<file path="src/rtl/sram_arbiter.sv">
// sram_arbiter: shares one external asynchronous SRAM between three requesters
// (boot loader write-only, video fetch read-only, 6502 CPU read/write).
// Each access runs as SETUP (1 clk), ACCESS (ACCESS_CYCLES clks), HOLD (1 clk)
// with every SRAM strobe, the address and the pad data driven from flops.
//
// Ports:
//   clk, reset                          clock, synchronous active-high reset
//   boot_req/addr/wdata -> boot_ack     boot write channel (highest priority)
//   vid_req/addr -> vid_rdata/vid_ack   video read channel
//   cpu_req/we/addr/wdata -> cpu_rdata/cpu_ack   CPU read/write channel
//   RAMCS_b, RAMOE_b, RAMWE_b, ADR      SRAM control and address (active-low strobes)
//   DAT_out, DAT_oe, DAT_in             split pad data; the top level builds the tristate
module sram_arbiter #(
    parameter int ADDR_WIDTH    = 18,
    parameter int ACCESS_CYCLES = 2
) (
    input  logic                  clk,
    input  logic                  reset,
    input  logic                  boot_req,
    input  logic [ADDR_WIDTH-1:0] boot_addr,
    input  logic [7:0]            boot_wdata,
    output logic                  boot_ack,
    input  logic                  vid_req,
    input  logic [ADDR_WIDTH-1:0] vid_addr,
    output logic [7:0]            vid_rdata,
    output logic                  vid_ack,
    input  logic                  cpu_req,
    input  logic                  cpu_we,
    input  logic [ADDR_WIDTH-1:0] cpu_addr,
    input  logic [7:0]            cpu_wdata,
    output logic [7:0]            cpu_rdata,
    output logic                  cpu_ack,
    output logic                  RAMCS_b,
    output logic                  RAMOE_b,
    output logic                  RAMWE_b,
    output logic [ADDR_WIDTH-1:0] ADR,
    output logic [7:0]            DAT_out,
    input  logic [7:0]            DAT_in,
    output logic                  DAT_oe
);

    typedef enum logic [1:0] {
        S_IDLE   = 2'd0,
        S_SETUP  = 2'd1,
        S_ACCESS = 2'd2,
        S_HOLD   = 2'd3
    } state_t;

    typedef enum logic [1:0] {
        G_NONE = 2'd0,
        G_BOOT = 2'd1,
        G_VID  = 2'd2,
        G_CPU  = 2'd3
    } grant_t;

    // Counter reloads with ACCESS_CYCLES-1 so ACCESS lasts exactly ACCESS_CYCLES clocks.
    localparam logic [3:0] CNT_LOAD = 4'(ACCESS_CYCLES - 1);

    // Boot always wins; vid/cpu alternate via last_vid. The requester just served
    // is excluded for one edge so a held request cannot starve the other.
    function automatic grant_t arbitrate(input logic b, input logic v, input logic c,
                                         input grant_t mask, input logic last_vid);
        logic v_ok;
        logic c_ok;
        v_ok = v && (mask != G_VID);
        c_ok = c && (mask != G_CPU);
        if (b) begin
            return G_BOOT;
        end else if (v_ok && c_ok) begin
            return last_vid ? G_CPU : G_VID;
        end else if (v_ok) begin
            return G_VID;
        end else if (c_ok) begin
            return G_CPU;
        end else begin
            return G_NONE;
        end
    endfunction

    state_t                  state_r;
    state_t                  next_s;
    grant_t                  grant_r;
    grant_t                  win_s;
    grant_t                  mask_s;
    logic                    we_r;
    logic                    last_vid_r;
    logic [3:0]              cnt_r;
    logic                    load_s;
    logic                    sel_we_s;
    logic                    nxt_we_s;
    logic [ADDR_WIDTH-1:0]   sel_addr_s;
    logic [7:0]              sel_wdata_s;

    // Mask exists only on the HOLD exit edge.
    always_comb begin
        if (state_r == S_HOLD) begin
            mask_s = grant_r;
        end else begin
            mask_s = G_NONE;
        end
    end

    // Arbitration result and the request fields of the winner.
    always_comb begin
        win_s = arbitrate(boot_req, vid_req, cpu_req, mask_s, last_vid_r);
        case (win_s)
            G_BOOT: begin
                sel_addr_s  = boot_addr;
                sel_we_s    = 1'b1;
                sel_wdata_s = boot_wdata;
            end
            G_VID: begin
                sel_addr_s  = vid_addr;
                sel_we_s    = 1'b0;
                sel_wdata_s = 8'h00;
            end
            G_CPU: begin
                sel_addr_s  = cpu_addr;
                sel_we_s    = cpu_we;
                sel_wdata_s = cpu_wdata;
            end
            default: begin
                sel_addr_s  = {ADDR_WIDTH{1'b0}};
                sel_we_s    = 1'b0;
                sel_wdata_s = 8'h00;
            end
        endcase
    end

    // Next-state logic; load_s marks the edge that latches a new grant.
    always_comb begin
        next_s = state_r;
        load_s = 1'b0;
        case (state_r)
            S_IDLE, S_HOLD: begin
                if (win_s != G_NONE) begin
                    next_s = S_SETUP;
                    load_s = 1'b1;
                end else begin
                    next_s = S_IDLE;
                end
            end
            S_SETUP: begin
                next_s = S_ACCESS;
            end
            S_ACCESS: begin
                if (cnt_r == 4'd0) begin
                    next_s = S_HOLD;
                end else begin
                    next_s = S_ACCESS;
                end
            end
            default: begin
                next_s = S_IDLE;
            end
        endcase
        nxt_we_s = load_s ? sel_we_s : we_r;
    end

    // State, grant latch and all registered SRAM-side and requester-side outputs.
    always_ff @(posedge clk) begin
        if (reset) begin
            state_r    <= S_IDLE;
            grant_r    <= G_NONE;
            we_r       <= 1'b0;
            last_vid_r <= 1'b1;
            cnt_r      <= 4'd0;
            RAMCS_b    <= 1'b1;
            RAMOE_b    <= 1'b1;
            RAMWE_b    <= 1'b1;
            ADR        <= {ADDR_WIDTH{1'b0}};
            DAT_out    <= 8'h00;
            DAT_oe     <= 1'b0;
            boot_ack   <= 1'b0;
            vid_ack    <= 1'b0;
            cpu_ack    <= 1'b0;
            vid_rdata  <= 8'h00;
            cpu_rdata  <= 8'h00;
        end else begin
            state_r  <= next_s;
            boot_ack <= 1'b0;
            vid_ack  <= 1'b0;
            cpu_ack  <= 1'b0;
            if (load_s) begin
                grant_r <= win_s;
                we_r    <= sel_we_s;
                ADR     <= sel_addr_s;
                DAT_out <= sel_wdata_s;
                if (win_s == G_VID) begin
                    last_vid_r <= 1'b1;
                end else if (win_s == G_CPU) begin
                    last_vid_r <= 1'b0;
                end else begin
                    last_vid_r <= last_vid_r;
                end
            end
            case (next_s)
                S_IDLE: begin
                    RAMCS_b <= 1'b1;
                    RAMOE_b <= 1'b1;
                    RAMWE_b <= 1'b1;
                    DAT_oe  <= 1'b0;
                end
                S_SETUP: begin
                    RAMCS_b <= 1'b0;
                    RAMOE_b <= nxt_we_s;
                    RAMWE_b <= 1'b1;
                    DAT_oe  <= nxt_we_s;
                end
                S_ACCESS: begin
                    RAMCS_b <= 1'b0;
                    RAMOE_b <= nxt_we_s;
                    RAMWE_b <= ~nxt_we_s;
                    DAT_oe  <= nxt_we_s;
                    if (state_r != S_ACCESS) begin
                        cnt_r <= CNT_LOAD;
                    end else begin
                        cnt_r <= cnt_r - 4'd1;
                    end
                end
                S_HOLD: begin
                    // WE rises here while ADR/DAT_out/DAT_oe stay put; read data
                    // is sampled on this edge while OE is still low.
                    RAMCS_b <= 1'b0;
                    RAMOE_b <= 1'b1;
                    RAMWE_b <= 1'b1;
                    case (grant_r)
                        G_BOOT: boot_ack <= 1'b1;
                        G_VID: begin
                            vid_ack <= 1'b1;
                            if (!we_r) begin
                                vid_rdata <= DAT_in;
                            end
                        end
                        G_CPU: begin
                            cpu_ack <= 1'b1;
                            if (!we_r) begin
                                cpu_rdata <= DAT_in;
                            end
                        end
                        default: begin
                            boot_ack <= 1'b0;
                        end
                    endcase
                end
                default: begin
                    RAMCS_b <= 1'b1;
                    RAMOE_b <= 1'b1;
                    RAMWE_b <= 1'b1;
                    DAT_oe  <= 1'b0;
                end
            endcase
        end
    end

endmodule

</file>
<file path="config.mk">
export PLATFORM = sky130hd
export DESIGN_NAME = sram_arbiter
export DESIGN_NICKNAME = d
export VERILOG_FILES = /design/src/rtl/sram_arbiter.sv
export SDC_FILE = /design/constraint.sdc
export NUM_CORES = 1
export LEC_CHECK = 0
export CORE_MARGIN = 5
export CORE_UTILIZATION = 32
export DETAILED_ROUTE_END_ITERATION = 16
export HOLD_SLACK_MARGIN = 0.12
export PLACE_DENSITY = 0.68
export SYNTH_ARGS = -nofsm -noshare
export SYNTH_HDL_FRONTEND = slang
export SYNTH_SLANG_ARGS = --single-unit
export TNS_END_PERCENT = 10
</file>
<file path="constraint.sdc">
create_clock -name clk -period 5.5 [get_ports clk]
set_input_delay 1.65 -clock clk [delete_from_list [all_inputs] [get_ports clk]]
set_output_delay 1.65 -clock clk [all_outputs]
set_load 0.01 [all_outputs]
</file>
-- Yosys cells after proc, flatten, opt, wreduce, memory -nomap -nowiden
Index checks and enable logic that the tools add are counted.
- multiplexer cells: 25
- equality and inequality tests: 15
- reductions and logical operators: 18
- bitwise gates (word level): 3
- add/subtract/negate cells: 1
- operator list (cell ; count):
    $pmux W18 S3 ; 1
    $eq A2 B2 Y1 const B ; 8
    $pmux W8 S2 ; 1
    $mux W1 ; 11
    $mux W2 ; 5
    $pmux W1 S2 ; 5
    $eq A2 B1 Y1 const B ; 4
    $reduce_or A2 Y1 ; 4
    $ne A2 B2 Y1 const B ; 3
    $pmux W2 S3 ; 1
    $reduce_and A3 Y1 ; 2
    $reduce_bool A2 Y1 ; 3
    $reduce_or A3 Y1 ; 2
    $logic_not A2 Y1 ; 2
    $logic_not A4 Y1 ; 1
    $mux W4 ; 1
    $sub A4 B1 Y4 const B ; 1
    $logic_and A1 B1 Y1 ; 3
    $not A1 Y1 ; 3
    $reduce_and A2 Y1 ; 1
- logic and storage cells: 78
- output and inout port bits: 49
- input bits: 84
- flip-flop bits (word level): 59

-- Depth between registers and ports, before layout
- depth in word-level cells: 14
- depth in mapped cells: 8

-- Worst setup path after synthesis
OpenSTA, ideal clock, no wires.
- kind: in2reg
- start point: input port vid_req
- end point: register ADR[8]
- setup slack: 2.467 ns
- buffers on the path: 1
- arrival: 2.914 ns
- stages: 5
- cells stage by stage: nand2b_1 o211ai_2 buf_2 mux2_2 o221a_2
- cells in the longest elaborated chain, start to end: 7
- elaborated cells on any way between the ends: 12
- classes of those cells: eq/ne (3); mux (6); reduce/logical (3)
- ends and longest elaborated chain (element ; line ; RTL):
    from (decl) ; 23 ; input logic vid_req,
    $logic_and A1 B1 Y1 * ; 65 ; v_ok = v && (mask != G_VID);
    $mux W2 or $logic_and A1 B1 Y1 (tied branches) ; 71, 69 ;
    $mux W2 * ; 69 ; end else if (v_ok && c_ok) begin
    $mux W2 * ; 67 ; if (b) begin
    $reduce_bool A2 Y1 ; 136 ; if (win_s != G_NONE) begin
    $mux W1 ; 136 ;
    $mux W1 ; 134 ; case (state_r)
    to (signal assigned) ; 171 ; ADR <= {ADDR_WIDTH{1'b0}};
    to (signal assigned) ; 187 ; ADR <= sel_addr_s;
    to (decl) ; 36 ; output logic [ADDR_WIDTH-1:0] ADR,
Every way passes the cells marked *; elsewhere a longest branch is shown, timed or not.
A chain may end at the register's enable or synchronous reset.

-- Final worst setup path
- start point: input port boot_req
- end point: register DAT_oe
- cells in the longest elaborated chain, start to end: 7
- elaborated cells on any way between the ends: 16
- classes of those cells: eq/ne (4); mux (8); reduce/logical (4)
- ends and longest elaborated chain (element ; line ; RTL):
    from (decl) ; 19 ; input logic boot_req,
    $mux W2 * ; 67 ;
    $reduce_bool A2 Y1 ; 136 ;
    $mux W1 ; 136 ;
    $pmux W2 S3 ; 134 ;
    $eq A2 B2 Y1 or $eq A2 B1 Y1 (tied branches) ; 197 ; case (next_s)
    $reduce_or A2 Y1 (no source line) ; -- ;
    $pmux W1 S2 or $reduce_bool A2 Y1 (tied branches) ; -- ;
    to (signal assigned) ; 208 ; DAT_oe <= nxt_we_s;
    to (signal assigned) ; 214 ; DAT_oe <= nxt_we_s;
    to (decl) ; 39 ; output logic DAT_oe
Marks and branches as above.

==> results.sh <==
export IMPL_fin_skew_ns=0.0109
export IMPL_clk_latency_ns=0.34
export IMPL_clkSinkCount=59
export IMPL_worstReg2RegEnd="vid_rdata[7]"
export IMPL_ys_flop_type="dfxtp_1"
export IMPL_p_leak_uw=0.00156
export IMPL_die_x_um=102
export IMPL_vias=2530
export IMPL_route_detailed_drc=0
export IMPL_ys_seq_elements=59
export IMPL_fmax_mhz=268
export IMPL_maxCapViolCount=0
export IMPL_area_growth_pct=58.7
export IMPL_viasPerCell=4.88
export IMPL_dp_hpwl_um=6050
export IMPL_setup_viol_count_final=0
export IMPL_path_class="primary input to register"
export IMPL_synthCells=283
export IMPL_place_inst=502
export IMPL_dpl_cell_area_sq_mm=0.00408
export IMPL_gp_congestion=0.743
export IMPL_slew_violations=0
export IMPL_rows=33
export IMPL_startpoint="boot_req"
export IMPL_setup_tns_ns=0
export IMPL_synth_area_sq_mm=0.00269
export IMPL_min_path_type="register to register"
export IMPL_ys_warnings_count=0
export IMPL_grt_usage_pct=15.6
export IMPL_final_cell_area_sq_mm=0.00427
export IMPL_rr_startpoint="state_r[0]"
export IMPL_synth_top_area_share_pct=43.8
export IMPL_post_cts_resized=0
export IMPL_ys_seq_area_share_pct=43.8
export IMPL_wl_per_cell_um=15.9
export IMPL_post_cts_setup_buffers=0
export IMPL_dp_slack_ns=1.44
export IMPL_post_route_util_pct=52.0
export IMPL_grt_ovfl_total=0
export IMPL_fin_ws_ns=1.77
export IMPL_grt_pass1_wl_um=12500
export IMPL_chipHeight_um=102
export IMPL_p_per_area_mw_per_mm2=402
export IMPL_antenna_found_initial=0
export IMPL_reg2reg_depth=6
export IMPL_tightest_slew_ns=1.07
export IMPL_grt_pass1_vias=2464
export IMPL_clk_pin_slew_ns=0.06
export IMPL_clock_path_buffers=2
export IMPL_synth_avg_cell_area_sq_um=9.52
export IMPL_whs_path_depth=1
export IMPL_drive_gt1_share_pct=14.0
export IMPL_required_ns=5.73
export IMPL_cts_hold_fix_buffers=0
export IMPL_netlist_cell_type_count=38
export IMPL_start_kind="primary input"
export IMPL_drt_iter0_drc=86
export IMPL_portBuffers=132
export IMPL_synth_edf_count=0
export IMPL_final_nets=495
export IMPL_finalHoldViolCount=0
export IMPL_crit_fanout=21
export IMPL_drt_wl_total_um=8250
export IMPL_root_buffer="clkbuf_8"
export IMPL_postSynthNetCount=370
export IMPL_fin_cells=518
export IMPL_cts_max_level=3
export IMPL_grt_setup_unrepaired="no"
export IMPL_min_from="last_vid_r"
export IMPL_post_route_min_period_ns=3.73
export IMPL_grt_max_degree=59
export IMPL_first_pass_iters=4
export IMPL_die_area_sq_mm=0.0104
export IMPL_slew_headroom_pct=28.4
export IMPL_yosys_area_top_type="dfxtp_1"
export IMPL_slowest_delay_ns=0.76
export IMPL_crit_path_top_delay_cell="clkdlybuf4s50_1"
export IMPL_crit_chain="clkdlybuf4s50_1, or3_1, o311a_1, buf_4, o22a_1, a32o_1"
export IMPL_status="complete, no violations"
export IMPL_final_antenna_net_count=0
export IMPL_yosys_top_cells_area="dfxtp_1 44%, nor2_1 8.2%, mux2_2 7.9%"
export IMPL_start_util_pct=32.8
export IMPL_fp_coreArea_sq_mm=0.00822
export IMPL_period_share_pct=67.9
export IMPL_worst_hold_path_endpoint="last_vid_r"
export IMPL_diodes=0
export IMPL_tritoncts="built"
export IMPL_worstPathArrival_ns=3.96
export IMPL_vdd_drop_max_mv=0.226
export IMPL_reg2reg_setup_slack_ns=3.07
export IMPL_synthArstFlopShare_pct=0
export IMPL_io_pins=133
export IMPL_numCtsBuffers=9
export IMPL_worstSetupEndpointType="register"
==> area by class of cell <==
class,count,area [sq um]
clock buffers,12,145
clock inverters,4,50.0
fillers,775,3940
inverters,15,56.3
multi-input cells,190,1390
flip-flops and latches,59,1180
well taps,105,131
repair buffers,133,1320
==> critical path, delay by kind of cell <==
| family | cells | cell delay [ns] |
|---|---|---|
| buf+inv | 2 | 1.05 |
| simple gates | 1 | 0.51 |
| compound gates | 3 | 0.74 |
==> cells in the mapped netlist, types with 2 or more instances <==
| master | number |
|---|---|
| inv_1 | 15 |
| buf_1 | 2 |
| o221a_2 | 18 |
| a21oi_1 | 4 |
| clkbuf_1 | 13 |
| nor3_1 | 5 |
| ha_1 | 3 |
| o21ai_0 | 3 |
| buf_2 | 4 |
| a22oi_1 | 8 |
| o32ai_1 | 8 |
| mux2_2 | 19 |
| mux2i_1 | 17 |
| nand3_1 | 4 |
| nor2_1 | 59 |
| o22ai_1 | 2 |
| dfxtp_1 | 59 |
| nor4_4 | 2 |
| nor2b_1 | 12 |
| nand2b_1 | 4 |
| and3_1 | 2 |
| nand2_1 | 4 |
==> state kept, by name, indices dropped and copies added (netlist names) <==
| register | flops |
|---|---|
| we_r | 1 |
| cnt_r | 4 |
| DAT_oe | 1 |
| boot_ack | 1 |
| DAT_out | 8 |
| cpu_rdata | 8 |
| RAMWE_b | 1 |
| vid_ack | 1 |
| grant_r | 2 |
| last_vid_r | 1 |
| cpu_ack | 1 |
| RAMCS_b | 1 |
| state_r | 2 |
| vid_rdata | 8 |
| RAMOE_b | 1 |
| ADR | 18 |
==> worst max path at each step <==
stage	endpoint	slack [ns]	cells past startpoint
finish	DAT_oe	1.77	6
global route	DAT_oe	1.67	6
CTS	DAT_oe	1.81	6
detailed placement	DAT_oe	1.44	6
global placement	DAT_oe	1.50	6
floorplan	ADR[8]	2.47	5
==> metrics by stage <==
step / hold WS (ns) / total power, uW
after floorplan: 0.426 / 1020
after global placement: 0.452 / 1330
after detailed placement: 0.445 / 1340
after CTS: 0.463 / 1740
after global routing: 0.495 / 1840
final: 0.459 / 1720
==> metal layers <==
| layer | global-route usage, % | vias to the layer above | wire length (um) |
|---|---|---|---|
| li1 | - | 1268 | - |
| met1 | 18.5 | 1158 | 3490 |
| met2 | 24.3 | 97 | 3760 |
| met3 | 8.54 | 7 | 934 |
| met4 | 4.40 | 0 | 65 |
| met5 | 0 | - | 0 |
==> where the power goes <==
group	leakage, uW	switching (uW)	internal (uW)
sequential	0.000485	69.3	538
combinational	0.000978	346	373
clock	0.0000926	170	221
==> kinds of logic (layout without fill, tap and decap cells) <==
group	after synthesis	after routing	share of synthesized area, %
AND/OR/NAND/NOR	98	98	17.9
AO/OA/AOI/OAI	53	53	17.6
flip-flops	59	59	43.8
buffers and inverters	34	164	4.92
multiplexers	36	36	14.3
adder cells (fa/ha/maj)	3	3	1.39
==> cell usage in the layout, fill, tap and decap left out, drive strengths merged, types with 2 or more instances in the layout <==
cell type | netlist | layout
o32ai | 8 | 8
dfxtp | 59 | 59
buf | 6 | 2
clkdlybuf4s50 | 0 | 131
mux2 | 19 | 19
ha | 3 | 3
nor4 | 2 | 2
nor2 | 59 | 59
and3 | 2 | 2
o221a | 18 | 18
clkbuf | 13 | 12
nand3 | 4 | 4
mux2i | 17 | 17
o22ai | 2 | 2
nor2b | 12 | 12
inv | 15 | 15
a22oi | 8 | 8
clkinvlp | 0 | 2
a21oi | 4 | 4
nor3 | 5 | 5
nand2 | 4 | 4
nand2b | 4 | 4
o21ai | 3 | 3
Note: power is estimated with default switching activity, not from simulation.
